`src/rtl/elbeth_pkg.sv`:
```
// Shared types and constants for the Elbeth pipeline control block.
package elbeth_pkg;

  localparam int unsigned REG_AW   = 5;
  localparam int unsigned MEM_RW_W = 4;
  localparam int unsigned PC_SEL_W = 2;
  localparam int unsigned WD_W     = 8;
  localparam int unsigned WD_LIMIT = 255;

  localparam logic [PC_SEL_W-1:0] PC_SEL_PLUS4  = 2'b00;
  localparam logic [PC_SEL_W-1:0] PC_SEL_BRANCH = 2'b01;
  localparam logic [PC_SEL_W-1:0] PC_SEL_TRAP   = 2'b10;
  localparam logic [PC_SEL_W-1:0] PC_SEL_EPC    = 2'b11;

  typedef enum logic [1:0] {
    ST_RUN        = 2'd0,
    ST_MEM_WAIT   = 2'd1,
    ST_FETCH_WAIT = 2'd2,
    ST_TRAP       = 2'd3
  } state_t;

  // Pipeline steering bundle produced every cycle.
  typedef struct packed {
    logic                pc_stall;
    logic                if_id_stall;
    logic                id_exs_stall;
    logic                exs_wb_stall;
    logic                if_id_flush;
    logic                id_exs_flush;
    logic                exs_wb_flush;
    logic [PC_SEL_W-1:0] pc_sel;
    logic                bus_timeout;
  } ctrl_t;

  // A memory access with no write lanes enabled is a load.
  function automatic logic is_load(input logic mem_en, input logic [MEM_RW_W-1:0] mem_rw);
    return mem_en && (mem_rw == '0);
  endfunction

endpackage

```
`src/rtl/elbeth_hazard_detect.sv`:
```
// Combinational load-use comparison between the load in EXS and the ID sources.
module elbeth_hazard_detect
  import elbeth_pkg::*;
(
  input  logic [REG_AW-1:0]   id_rs1_addr,
  input  logic [REG_AW-1:0]   id_rs2_addr,
  input  logic                id_rs1_used,
  input  logic                id_rs2_used,
  input  logic [REG_AW-1:0]   exs_rd_addr,
  input  logic                exs_ctrl_mem_en,
  input  logic [MEM_RW_W-1:0] exs_ctrl_mem_rw,
  output logic                load_use_c
);

  logic exs_load;
  logic rs1_hit;
  logic rs2_hit;

  // x0 is never a real producer, so it cannot create a hazard.
  always_comb begin
    exs_load   = is_load(exs_ctrl_mem_en, exs_ctrl_mem_rw);
    rs1_hit    = id_rs1_used && (id_rs1_addr == exs_rd_addr);
    rs2_hit    = id_rs2_used && (id_rs2_addr == exs_rd_addr);
    load_use_c = exs_load && (exs_rd_addr != '0) && (rs1_hit || rs2_hit);
  end

endmodule

```
`src/rtl/elbeth_pipeline_control.sv`:
```
// Pipeline hazard/stall/flush controller with data-memory watchdog.
module elbeth_pipeline_control
  import elbeth_pkg::*;
(
  input  logic                clk,
  input  logic                rst,
  input  logic [REG_AW-1:0]   id_rs1_addr,
  input  logic [REG_AW-1:0]   id_rs2_addr,
  input  logic                id_rs1_used,
  input  logic                id_rs2_used,
  input  logic [REG_AW-1:0]   exs_rd_addr,
  input  logic                exs_ctrl_mem_en,
  input  logic [MEM_RW_W-1:0] exs_ctrl_mem_rw,
  input  logic                exs_branch_taken,
  input  logic                exs_exception,
  input  logic                exs_eret,
  input  logic                imem_ready,
  input  logic                dmem_ready,
  output logic                pc_stall,
  output logic                if_id_stall,
  output logic                id_exs_stall,
  output logic                exs_wb_stall,
  output logic                if_id_flush,
  output logic                id_exs_flush,
  output logic                exs_wb_flush,
  output logic [PC_SEL_W-1:0] pc_sel,
  output logic                bus_timeout
);

  // Count value whose increment reaches the limit in the current cycle.
  localparam logic [WD_W-1:0] WD_LAST = WD_W'(WD_LIMIT - 1);

  state_t            state_q;
  state_t            state_d;
  logic [WD_W-1:0]   wd_q;
  logic [WD_W-1:0]   wd_d;
  logic              load_use_c;
  logic              trap_req;
  logic [PC_SEL_W-1:0] trap_sel;
  ctrl_t             ctrl;

  elbeth_hazard_detect u_hazard (
    .id_rs1_addr     (id_rs1_addr),
    .id_rs2_addr     (id_rs2_addr),
    .id_rs1_used     (id_rs1_used),
    .id_rs2_used     (id_rs2_used),
    .exs_rd_addr     (exs_rd_addr),
    .exs_ctrl_mem_en (exs_ctrl_mem_en),
    .exs_ctrl_mem_rw (exs_ctrl_mem_rw),
    .load_use_c      (load_use_c)
  );

  // State and watchdog registers.
  always_ff @(posedge clk or negedge rst) begin
    if (!rst) begin
      state_q <= ST_RUN;
      wd_q    <= '0;
    end else begin
      state_q <= state_d;
      wd_q    <= wd_d;
    end
  end

  // Next-state and zero-latency steering outputs.
  always_comb begin
    state_d       = state_q;
    ctrl          = '0;
    ctrl.pc_sel   = PC_SEL_PLUS4;
    wd_d          = '0;
    trap_req      = exs_exception || exs_eret;
    trap_sel      = exs_exception ? PC_SEL_TRAP : PC_SEL_EPC;

    case (state_q)
      ST_RUN: begin
        if (trap_req) begin
          ctrl.pc_sel       = trap_sel;
          ctrl.if_id_flush  = 1'b1;
          ctrl.id_exs_flush = 1'b1;
          ctrl.exs_wb_flush = 1'b1;
          state_d           = ST_TRAP;
        end else if (exs_ctrl_mem_en && !dmem_ready) begin
          ctrl.pc_stall     = 1'b1;
          ctrl.if_id_stall  = 1'b1;
          ctrl.id_exs_stall = 1'b1;
          ctrl.exs_wb_flush = 1'b1;
          state_d           = ST_MEM_WAIT;
        end else if (exs_branch_taken) begin
          ctrl.pc_sel       = PC_SEL_BRANCH;
          ctrl.if_id_flush  = 1'b1;
          ctrl.id_exs_flush = 1'b1;
        end else if (load_use_c) begin
          ctrl.pc_stall     = 1'b1;
          ctrl.if_id_stall  = 1'b1;
          ctrl.id_exs_flush = 1'b1;
        end else if (!imem_ready) begin
          ctrl.pc_stall     = 1'b1;
          ctrl.if_id_flush  = 1'b1;
          state_d           = ST_FETCH_WAIT;
        end
      end
      ST_MEM_WAIT: begin
        if (dmem_ready) begin
          state_d = ST_RUN;
        end else if (wd_q == WD_LAST) begin
          ctrl.bus_timeout  = 1'b1;
          ctrl.pc_sel       = PC_SEL_TRAP;
          ctrl.if_id_flush  = 1'b1;
          ctrl.id_exs_flush = 1'b1;
          ctrl.exs_wb_flush = 1'b1;
          state_d           = ST_TRAP;
        end else begin
          ctrl.pc_stall     = 1'b1;
          ctrl.if_id_stall  = 1'b1;
          ctrl.id_exs_stall = 1'b1;
          ctrl.exs_wb_flush = 1'b1;
          wd_d              = wd_q + WD_W'(1);
        end
      end
      ST_FETCH_WAIT: begin
        if (trap_req) begin
          ctrl.pc_sel       = trap_sel;
          ctrl.if_id_flush  = 1'b1;
          ctrl.id_exs_flush = 1'b1;
          ctrl.exs_wb_flush = 1'b1;
          state_d           = ST_TRAP;
        end else if (imem_ready) begin
          state_d = ST_RUN;
        end else begin
          ctrl.pc_stall    = 1'b1;
          ctrl.if_id_flush = 1'b1;
        end
      end
      ST_TRAP: begin
        ctrl.pc_stall    = 1'b1;
        ctrl.if_id_flush = 1'b1;
        state_d          = ST_RUN;
      end
      default: begin
        state_d = ST_RUN;
      end
    endcase

    // A bubble always overrides a hold on the same register.
    ctrl.if_id_stall  = ctrl.if_id_stall  && !ctrl.if_id_flush;
    ctrl.id_exs_stall = ctrl.id_exs_stall && !ctrl.id_exs_flush;
    ctrl.exs_wb_stall = ctrl.exs_wb_stall && !ctrl.exs_wb_flush;

    // Reset drives bubbles into every register without waiting for a clock.
    if (!rst) begin
      state_d           = ST_RUN;
      wd_d              = '0;
      ctrl              = '0;
      ctrl.pc_sel       = PC_SEL_PLUS4;
      ctrl.if_id_flush  = 1'b1;
      ctrl.id_exs_flush = 1'b1;
      ctrl.exs_wb_flush = 1'b1;
    end
  end

  // Unpack the steering bundle onto the ports.
  always_comb begin
    pc_stall     = ctrl.pc_stall;
    if_id_stall  = ctrl.if_id_stall;
    id_exs_stall = ctrl.id_exs_stall;
    exs_wb_stall = ctrl.exs_wb_stall;
    if_id_flush  = ctrl.if_id_flush;
    id_exs_flush = ctrl.id_exs_flush;
    exs_wb_flush = ctrl.exs_wb_flush;
    pc_sel       = ctrl.pc_sel;
    bus_timeout  = ctrl.bus_timeout;
  end

endmodule

```
`config.mk`:
```
export PLATFORM = sky130hd
export DESIGN_NAME = elbeth_pipeline_control
export DESIGN_NICKNAME = d
export VERILOG_FILES = /design/src/rtl/elbeth_pkg.sv /design/src/rtl/elbeth_hazard_detect.sv /design/src/rtl/elbeth_pipeline_control.sv
export SDC_FILE = /design/constraint.sdc
export NUM_CORES = 1
export LEC_CHECK = 0
export ABC_AREA = 1
export ABC_CLOCK_PERIOD_IN_PS = 3630
export CAP_MARGIN = 40
export CORE_ASPECT_RATIO = 1.1
export CORE_MARGIN = 2
export CORE_UTILIZATION = 48
export DETAILED_ROUTE_END_ITERATION = 6
export GPL_TIMING_DRIVEN = 1
export HOLD_SLACK_MARGIN = 0.08
export MAX_ROUTING_LAYER = met4
export PLACE_DENSITY = 0.86
export REMOVE_ABC_BUFFERS = 1
export SLEW_MARGIN = 20
export SYNTH_ARGS = -nofsm -noshare
export SYNTH_HDL_FRONTEND = slang
export SYNTH_HIERARCHICAL = 1
export SYNTH_SLANG_ARGS = --single-unit
```
`constraint.sdc`:
```
create_clock -name clk -period 3.63 [get_ports clk]
set_input_delay 0.726 -clock clk [delete_from_list [all_inputs] [get_ports clk]]
set_output_delay 0.726 -clock clk [all_outputs]
set_load 0.02 [all_outputs]
```
==> impl_metrics.ini, run 1 <==
[finish]
syn_to_final_growth_pct = 41.0
final_common_cell = nand2_1
instances_no_fill = 241
final_area_mm2 = 0.00149
final_cell_mix = nand2_1, clkdlybuf4s50_1, inv_1
layout-drive-gt1-share_pct = 17.8
fin_nets = 246
fill_cells = 176
antenna_cells = 0
post-route-util_pct = 73.1

[drt]
drt_iter0_drc = 9
drt_wl_total_um = 2650
drc_errors = 0
routed_via_density = 4.91
wire_per_inst_um = 11.0
first_pass_iters = 4
via_count = 1183
ant_nets = 0

[grt]
grt.total_usage_pct = 23.1
grt_overflow_total = 0
antenna_found_initial = 0
grt_pass1_vias = 1175
grt_max_degree = 13
grt_pass1_wl_um = 4580

[sta]
skew_ns = 0.00246
setup_ws_ns = 0.233
fin_setup_tns_ns = 0
rsz0062_at_grt = false
drv_slew = 0
hold_ws_ns = 0.505
min_period_over_period_pct = 93.6
max_freq_mhz = 294
min_period_ns = 3.40
setup_viol = 0
hold_viol_final = 0

[place]
post_dp_cell_area_mm2 = 0.00147
dp_cells = 238
hpwlAfterDp_um = 2280
pre_cts_ws_ns = -0.159
gp_congestion = 0.861
port_buffers = 37

[setup_path]
cp-startpoint = exs_rd_addr[4]
arrival_ns = 2.67
crit_path_max_fanout = 3
cp_common_cell = nand2_1
rr_startpoint = wd_q[0]
max_stage_delay_ns = 0.51
crit_buf_inv = 4
end_kind = output pin
cp-endpoint = if_id_stall
worstPathCellList = clkdlybuf4s50_1 -> inv_1 -> nand2_1 -> nand2_1 -> nor2_1 -> nand3_1 -> a21oi_2 -> inv_1 -> o21ai_0 -> nand2_1 -> a21oi_1 -> dlygate4sd2_1
cp_num_cells = 12
rr_worst_depth = 9
r2r-end = state_q[1]
start_kind = input port
ff2ff_setup_slack_ns = 2.22
required_ns = 2.90
crit_family = buffers and inverters
path_class = input port to output pin
slowest_stage = clkdlybuf4s50_1

[synthesis]
syn_inst = 172
yosysWarnings = 6
ys_types = 25
avgSynthCellArea_um2 = 6.15
netlist_area_mm2 = 0.00106
synth.yosys.seq_area_share_pct = 23.6
ys_ff_latch = 10

[cts]
clk_latency_ns = 0.26
holdBufCountCts = 0
clock_sinks = 10
htreeDepth = 1
cts_buffers = 3
cts_tree = done
post-cts-setup-buffer-count = 0
clockBufferDepth = 2
cts_root_buffer = clkbuf_4
clk_pin_slew_ns = 0.06

[run_status]
status = completed

[pwr]
p_leak_nw = 0.741
power_uw = 380
ir_worst_vdd_mv = 0.251
p_per_area_mw_per_mm2 = 254

[die]
start_util_pct = 51.8
dieArea_mm2 = 0.00260
row_count = 17
die-width_um = 48.8
die_h_um = 53.3
coreArea_mm2 = 0.00204
io_pins = 39

[worst_hold_path]
worstHoldPathCells = 1
hp-class = register to register

[job]
drv_cap = 0
worst min-delay path by stage:
stage / startpoint / to / slack (ns)
detailed placement: wd_q[0] / wd_q[0] / 0.50
global placement: wd_q[0] / wd_q[0] / 0.49
finish: wd_q[0] / wd_q[0] / 0.51
CTS: wd_q[0] / wd_q[0] / 0.51
global route: wd_q[0] / wd_q[0] / 0.53
floorplan: rst / state_q[0] / 0.43
routing by layer:
layer / GRT usage (%) / wire [um] / up-vias
met5: - / 0 / -
met4: 7.62 / 31 / 0
met3: 4.24 / 93 / 6
met2: 44.7 / 1440 / 38
met1: 23.9 / 1080 / 530
li1: - / - / 609
Yosys cell counts, drive strengths merged:
master	number	area [um^2]
a21oi	10	61.3
nor2	32	148
conb	1	3.75
inv	33	124
xor2	3	26.3
nand3	10	67.6
nand2	52	223
buf	2	15.0
nor3	2	15.0
nand4	5	31.3
ha	2	25.0
xnor2	1	8.76
o21ai	7	35.0
nor3b	2	25.0
dfrtp	10	250
registers in the layout, summed over array words and instances, names as in the netlist:
| name | count |
|---|---|
| wd_q | 8 |
| state_q | 2 |
worst reg2reg max path: stages (launching register included):
cell and delay [ns]:
dfrtp_1 0.42, inv_1 0.07, ha_1 0.16, nand2_1 0.05, nor2_1 0.16, nand2_4 0.10
a21oi_2 0.15, nand3_1 0.08, nand2_1 0.08, nor2_2 0.04
cells by family (layout without fill, tap and decap cells):
group                      Yosys count  count (layout)  share of synthesized area (%)
AOI/OAI and AO/OA                   17              17                           9.10
DFF                                 10              10                           23.6
xor gates and xnor gates             4               4                           3.31
buffers and inverters               35              76                           13.1
other                                1               1                          0.354
adders and majority gates            2               2                           2.36
and+or+nand+nor                    103             103                           48.1
where the power goes:
| group | internal (mW) | total (mW) | switching [mW] |
|---|---|---|---|
| combinational | 0.0793 | 0.181 | 0.102 |
| clock | 0.0382 | 0.0730 | 0.0349 |
| sequential | 0.117 | 0.126 | 0.00877 |
| total | 0.234 | 0.380 | 0.145 |
layout make-up:
type / instances / area, um^2 / area share (%)
Timing Repair Buffer: 40 / 392 / 26.2
Inverter: 33 / 124 / 8.30
Sequential cell: 10 / 250 / 16.8
Clock buffer: 3 / 22.5 / 1.51
Multi-Input combinational cell: 127 / 669 / 44.8
Tap cell: 28 / 35.0 / 2.35
timing repair:
item,CTS,global route
pin swaps,0,0
gates resized for setup,2,4
endpoints found under the setup margin,2,3
(Power assumes the default switching activity.)
==> inputs of run 2 (changes only) <==
--- a/config.mk
+++ b/config.mk
@@ -10,12 +10,11 @@
 export CAP_MARGIN = 40
 export CORE_ASPECT_RATIO = 1.1
 export CORE_MARGIN = 2
-export CORE_UTILIZATION = 48
+export CORE_UTILIZATION = 30
 export DETAILED_ROUTE_END_ITERATION = 6
 export GPL_TIMING_DRIVEN = 1
 export HOLD_SLACK_MARGIN = 0.08
 export MAX_ROUTING_LAYER = met4
-export PLACE_DENSITY = 0.86
 export REMOVE_ABC_BUFFERS = 1
 export SLEW_MARGIN = 20
 export SYNTH_ARGS = -nofsm -noshare
==> run 2 against run 1 <==
Routed wire length down 11%. Clock skew fell by 0.0022 ns. Combinational power barely moved. Global-route usage down 9.9 points. Cell area increased by 2.9%. Utilization shrank 27 points. First-iteration DRC count grew to 6.2 times the previous value. Die area rose by 55%. Register-to-register slack improved by 0.05 ns. Clock power up 31%. Fmax increased by 0.89%. Critical endpoint is now pc_stall.
==> impl_metrics.ini, run 2 (synthesis results as in run 1) <==
[cts]
holdBufCountCts = 0
cts_tree = done
post-cts-setup-buffer-count = 0
htreeDepth = 1
clk_pin_slew_ns = 0.06
cts_buffers = 3
clockBufferDepth = 2
cts_resized = 2
cts_root_buffer = clkbuf_4
clock_sinks = 10
clk_latency_ns = 0.26

[worst_hold_path]
hp-class = register to register

[finish]
fill_cells = 366
antenna_cells = 0
final_area_mm2 = 0.00154
post-route-util_pct = 45.8
largest_reg_flops = 8
largest-register = wd_q
syn_to_final_growth_pct = 45.2
layout-drive-gt1-share_pct = 17.8
reg_top3 = wd_q x8, state_q x2
fin_nets = 246
final_common_cell = nand2_1
final_cell_mix = nand2_1, clkdlybuf4s50_1, inv_1

[sta]
drv_slew = 0
min_period_ns = 3.37
rsz0062_at_grt = false
max_freq_mhz = 297
min_period_over_period_pct = 92.7
skew_ns = 0.000268
setup_viol = 0
hold_viol_final = 0
hold_ws_ns = 0.510

[grt]
grt_pass1_vias = 989
grt_pass1_wl_um = 4000
grt.total_usage_pct = 13.2
antenna_found_initial = 0
grt_max_degree = 14
grt_overflow_total = 0

[place]
post_dp_cell_area_mm2 = 0.00150
hpwlAfterDp_um = 2060
gp_congestion = 0.779
port_buffers = 37

[setup_path]
end_kind = output pin
cp_common_cell = nand2_1
start_kind = input port
worstPathCellList = clkdlybuf4s50_1 -> inv_1 -> nand2_1 -> nand2_1 -> nor2_1 -> nand3_1 -> a21oi_2 -> inv_1 -> o21ai_1 -> a21oi_1 -> o21ai_0 -> nand2_1 -> nor2_1 -> clkdlybuf4s15_1
slowest_stage = clkdlybuf4s50_1
path_class = input port to output pin
crit_path_max_fanout = 3
arrival_ns = 2.64
required_ns = 2.90
max_stage_delay_ns = 0.49

[die]
coreArea_mm2 = 0.00336
start_util_pct = 31.5
io_pins = 39
row_count = 22
die_h_um = 66.3
die-width_um = 60.6
dieArea_mm2 = 0.00402

[pwr]
p_per_area_mw_per_mm2 = 260
power_uw = 400
ir_worst_vdd_mv = 0.0878
p_leak_nw = 0.749

[job]
drv_cap = 0

[drt]
wire_per_inst_um = 9.04
drt_iter0_drc = 56
drc_errors = 0
routed_via_density = 4.15
drt_wl_total_um = 2370
via_count = 1088
ant_nets = 0
first_pass_iters = 2

[run_status]
status = completed
run 2: layout make-up:
class | count | area, um^2 | share of cell area (%)
Multi-Input combinational cell | 127 | 669 | 43.6
Inverter | 33 | 124 | 8.06
Clock buffer | 4 | 36.3 | 2.36
Sequential cell | 10 | 250 | 16.3
Tap cell | 48 | 60.1 | 3.91
Timing Repair Buffer | 40 | 397 | 25.8
run 2: metal layers:
metal	global-route usage (%)	wire length [um]	up-vias
met1	14.7	1010	458
li1	-	-	609
met3	3.52	95	2
met2	23.8	1250	19
met5	-	0	-
met4	1.63	17	0
run 2: where the power goes:
part	switching (mW)	internal [mW]
Clock	0.0349	0.0608
Sequential	0.00921	0.117
Combinational	0.0974	0.0804
run 2: final timing paths:
check,to,slack (ns),start,depth (start not counted)
worst min-delay path,wd_q[0],0.51,wd_q[0],1
worst max register to register,state_q[1],2.27,wd_q[0],9
worst max-delay path,pc_stall,0.26,exs_rd_addr[4],14
worst min register to register,wd_q[0],0.51,wd_q[0],1
min in group asynchronous,wd_q[5],1.02,rst,2
max in group asynchronous,state_q[1],2.45,rst,2
run 2: per-stage QoR:
stage | setup TNS [ns] | std cells | setup WS [ns]
2_1_floorplan | 0 | 170 | 0.943
3_3_place_gp | -0.119 | 258 | -0.0910
3_5_place_dp | -0.171 | 258 | -0.114
4_1_cts | 0 | 262 | 0.0412
5_1_grt | 0 | 262 | 0.0165
6_report | 0 | 262 | 0.263
run 2: worst max-delay path: cells and delay by family:
kind,cells,cell delay (ns)
compound gates,4,0.50
buf+inv,4,0.94
simple gates,6,0.47
==> inputs of run 3 (changes only) <==
--- a/config.mk
+++ b/config.mk
@@ -8,13 +8,13 @@
 export ABC_AREA = 1
 export ABC_CLOCK_PERIOD_IN_PS = 3630
 export CAP_MARGIN = 40
-export CORE_ASPECT_RATIO = 1.1
 export CORE_MARGIN = 2
-export CORE_UTILIZATION = 30
+export CORE_UTILIZATION = 48
 export DETAILED_ROUTE_END_ITERATION = 6
 export GPL_TIMING_DRIVEN = 1
 export HOLD_SLACK_MARGIN = 0.08
 export MAX_ROUTING_LAYER = met4
+export PLACE_DENSITY = 0.86
 export REMOVE_ABC_BUFFERS = 1
 export SLEW_MARGIN = 20
 export SYNTH_ARGS = -nofsm -noshare
==> run 3 against run 2 <==
Clock-buffer cell count is the same. Critical path depth shrank 1. Cell count shrank 7.6%. Setup slack lost 0.11 ns. Non-clock buffer count is the same. Highest routed layer unchanged. Cell area shrank 1.9%. Clock power grew 6%. Via count grew 8.1%. Routed wire length grew 12%.
==> impl_metrics.ini, run 3 (synthesis results as in run 1) <==
[run_status]
status = completed

[setup_path]
ff2ff_setup_slack_ns = 2.22
crit_buf_inv = 5
start_kind = input port
end_kind = output pin
path_class = input port to output pin
required_ns = 2.90
cp_common_cell = nand2_1
cp_num_cells = 13
crit_family = buffers and inverters
max_stage_delay_ns = 0.61
crit_path_max_fanout = 5
slowest_stage = clkdlybuf4s50_1
rr_startpoint = wd_q[0]
rr_worst_depth = 9
worstPathCellList = clkdlybuf4s50_1 -> inv_2 -> nand2_1 -> nand2_1 -> nor2_1 -> nand3_1 -> a21oi_2 -> buf_4 -> nand3_1 -> nand2_1 -> inv_1 -> nand4_1 -> clkdlybuf4s50_1
arrival_ns = 2.75
r2r-end = state_q[1]

[cts]
cts_root_buffer = clkbuf_4
cts_tree = done
clock_sinks = 10
clk_pin_slew_ns = 0.07
clk_latency_ns = 0.27
clockBufferDepth = 2
cts_buffers = 3
htreeDepth = 1
post-cts-setup-buffer-count = 0

[worst_hold_path]
hp-class = register to register
min_to = wd_q[0]
worstHoldPathCells = 1
min_from = wd_q[0]

[sta]
skew_ns = 0.00339
max_freq_mhz = 288
drv_slew = 0
setup_viol = 0
min_period_ns = 3.47
min_period_over_period_pct = 95.7
rsz0062_at_grt = false
hold_viol_final = 0

[pwr]
seq_power_share_pct = 30.8
p_sw_share_pct = 37.0
pwr-share-clk_pct = 24.8
p_sw_uw = 151
power_uw = 409
p_per_area_mw_per_mm2 = 271
p_int_uw = 258
p_comb_share_pct = 44.4
p_leak_nw = 0.757
ir_worst_vdd_mv = 0.213

[finish]
syn_to_final_growth_pct = 42.4
fin_nets = 246
reg_top3 = wd_q x8, state_q x2
instances_no_fill = 242
final_common_cell = nand2_1
final_area_mm2 = 0.00151
final_cell_mix = nand2_1, clkdlybuf4s50_1, inv_1
layout-drive-gt1-share_pct = 18.2
antenna_cells = 0
largest-register = wd_q
fill_cells = 182
largest_reg_flops = 8

[grt]
antenna_found_initial = 0
grt_overflow_total = 0
grt_pass1_wl_um = 4370
grt.total_usage_pct = 22.7
grt_pass1_vias = 1118
grt_max_degree = 14

[drt]
ant_nets = 0
drc_errors = 0
routed_via_density = 4.86
first_pass_iters = 4
drt_iter0_drc = 18
drt_wl_total_um = 2650
via_count = 1176
wire_per_inst_um = 10.9

[place]
hpwlAfterDp_um = 2230
post_dp_cell_area_mm2 = 0.00147
port_buffers = 37
dp_cells = 238
gp_congestion = 0.870

[job]
drv_cap = 0

[die]
coreArea_mm2 = 0.00215
die_h_um = 51.0
dieArea_mm2 = 0.00260
row_count = 17
start_util_pct = 49.3
die-width_um = 51.0
io_pins = 39
[run 3: changes by cell type in the layout (fill, tap and decap cells not counted), sizes merged]
cell and delta:
dlygate4sd2 -1, clkdlybuf4s50 +1, clkdlybuf4s15 -1, clkbuf +1
[run 3: worst max path at each step]
stage	start	to	slack, ns
final	exs_rd_addr[0]	id_exs_flush	0.16
after global routing	exs_rd_addr[0]	id_exs_flush	0.004
after CTS	exs_rd_addr[4]	if_id_stall	0.005
after detailed placement	exs_rd_addr[4]	pc_stall	-0.13
after global placement	exs_rd_addr[4]	pc_stall	-0.07
after floorplan	exs_rd_addr[3]	pc_stall	0.94
[run 3: power by group through the flow]
stage                     clock, mW  sequential [mW]  combinational, mW
final                         0.101            0.126              0.182
after global routing          0.111            0.127              0.201
after CTS                     0.106            0.126              0.183
after detailed placement          0            0.128              0.184
after global placement            0            0.127              0.182
after floorplan                   0            0.126              0.105
[run 3: what timing repair did]
item	4_1_cts	5_1_grt
gates resized for setup	1	4
hold buffers	0	0
setup endpoints to repair	1	3
endpoints found under the hold margin	0	0
gates cloned	0	0
[run 3: final cells by class]
class	instances	area (um^2)	share of cell area, %
inverters	33	124	8.22
clock buffers	4	36.3	2.41
multi-input cells	127	669	44.4
repair buffers	40	393	26.1
flip-flops and latches	10	250	16.6
well taps	28	35.0	2.32
[run 3: metal layers]
layer / routed length (um) / GRT usage, % / up-vias / share of wire (%)
met2: 1350 / 40.5 / 36 / 51
met5: 0 / - / - / 0
li1: - / - / 607 / -
met3: 128 / 5.26 / 8 / 4.8
met1: 1110 / 24.3 / 525 / 42
met4: 60 / 8.56 / 0 / 2.3
[run 3: worst reg2reg max path, delay by kind of cell (launching register included)]
family | cells | cell delay, ns
AND/OR/NAND/NOR | 6 | 0.50
flip-flops | 1 | 0.42
adder cells (fa/ha/maj) | 1 | 0.16
AO/OA/AOI/OAI | 1 | 0.15
buffers and inverters | 1 | 0.07
[run 3: per-stage QoR]
stage | utilization (%) | setup TNS, ns | setup WS, ns | hold slack, ns
after global placement | 68.5 | -0.0668 | -0.0668 | 0.487
after global routing | 70.2 | 0 | 0.00419 | 0.552
after CTS | 70.1 | 0 | 0.00508 | 0.508
after detailed placement | 68.5 | -0.131 | -0.131 | 0.495
after floorplan | - | 0 | 0.943 | 0.430
final | 70.2 | 0 | 0.155 | 0.506
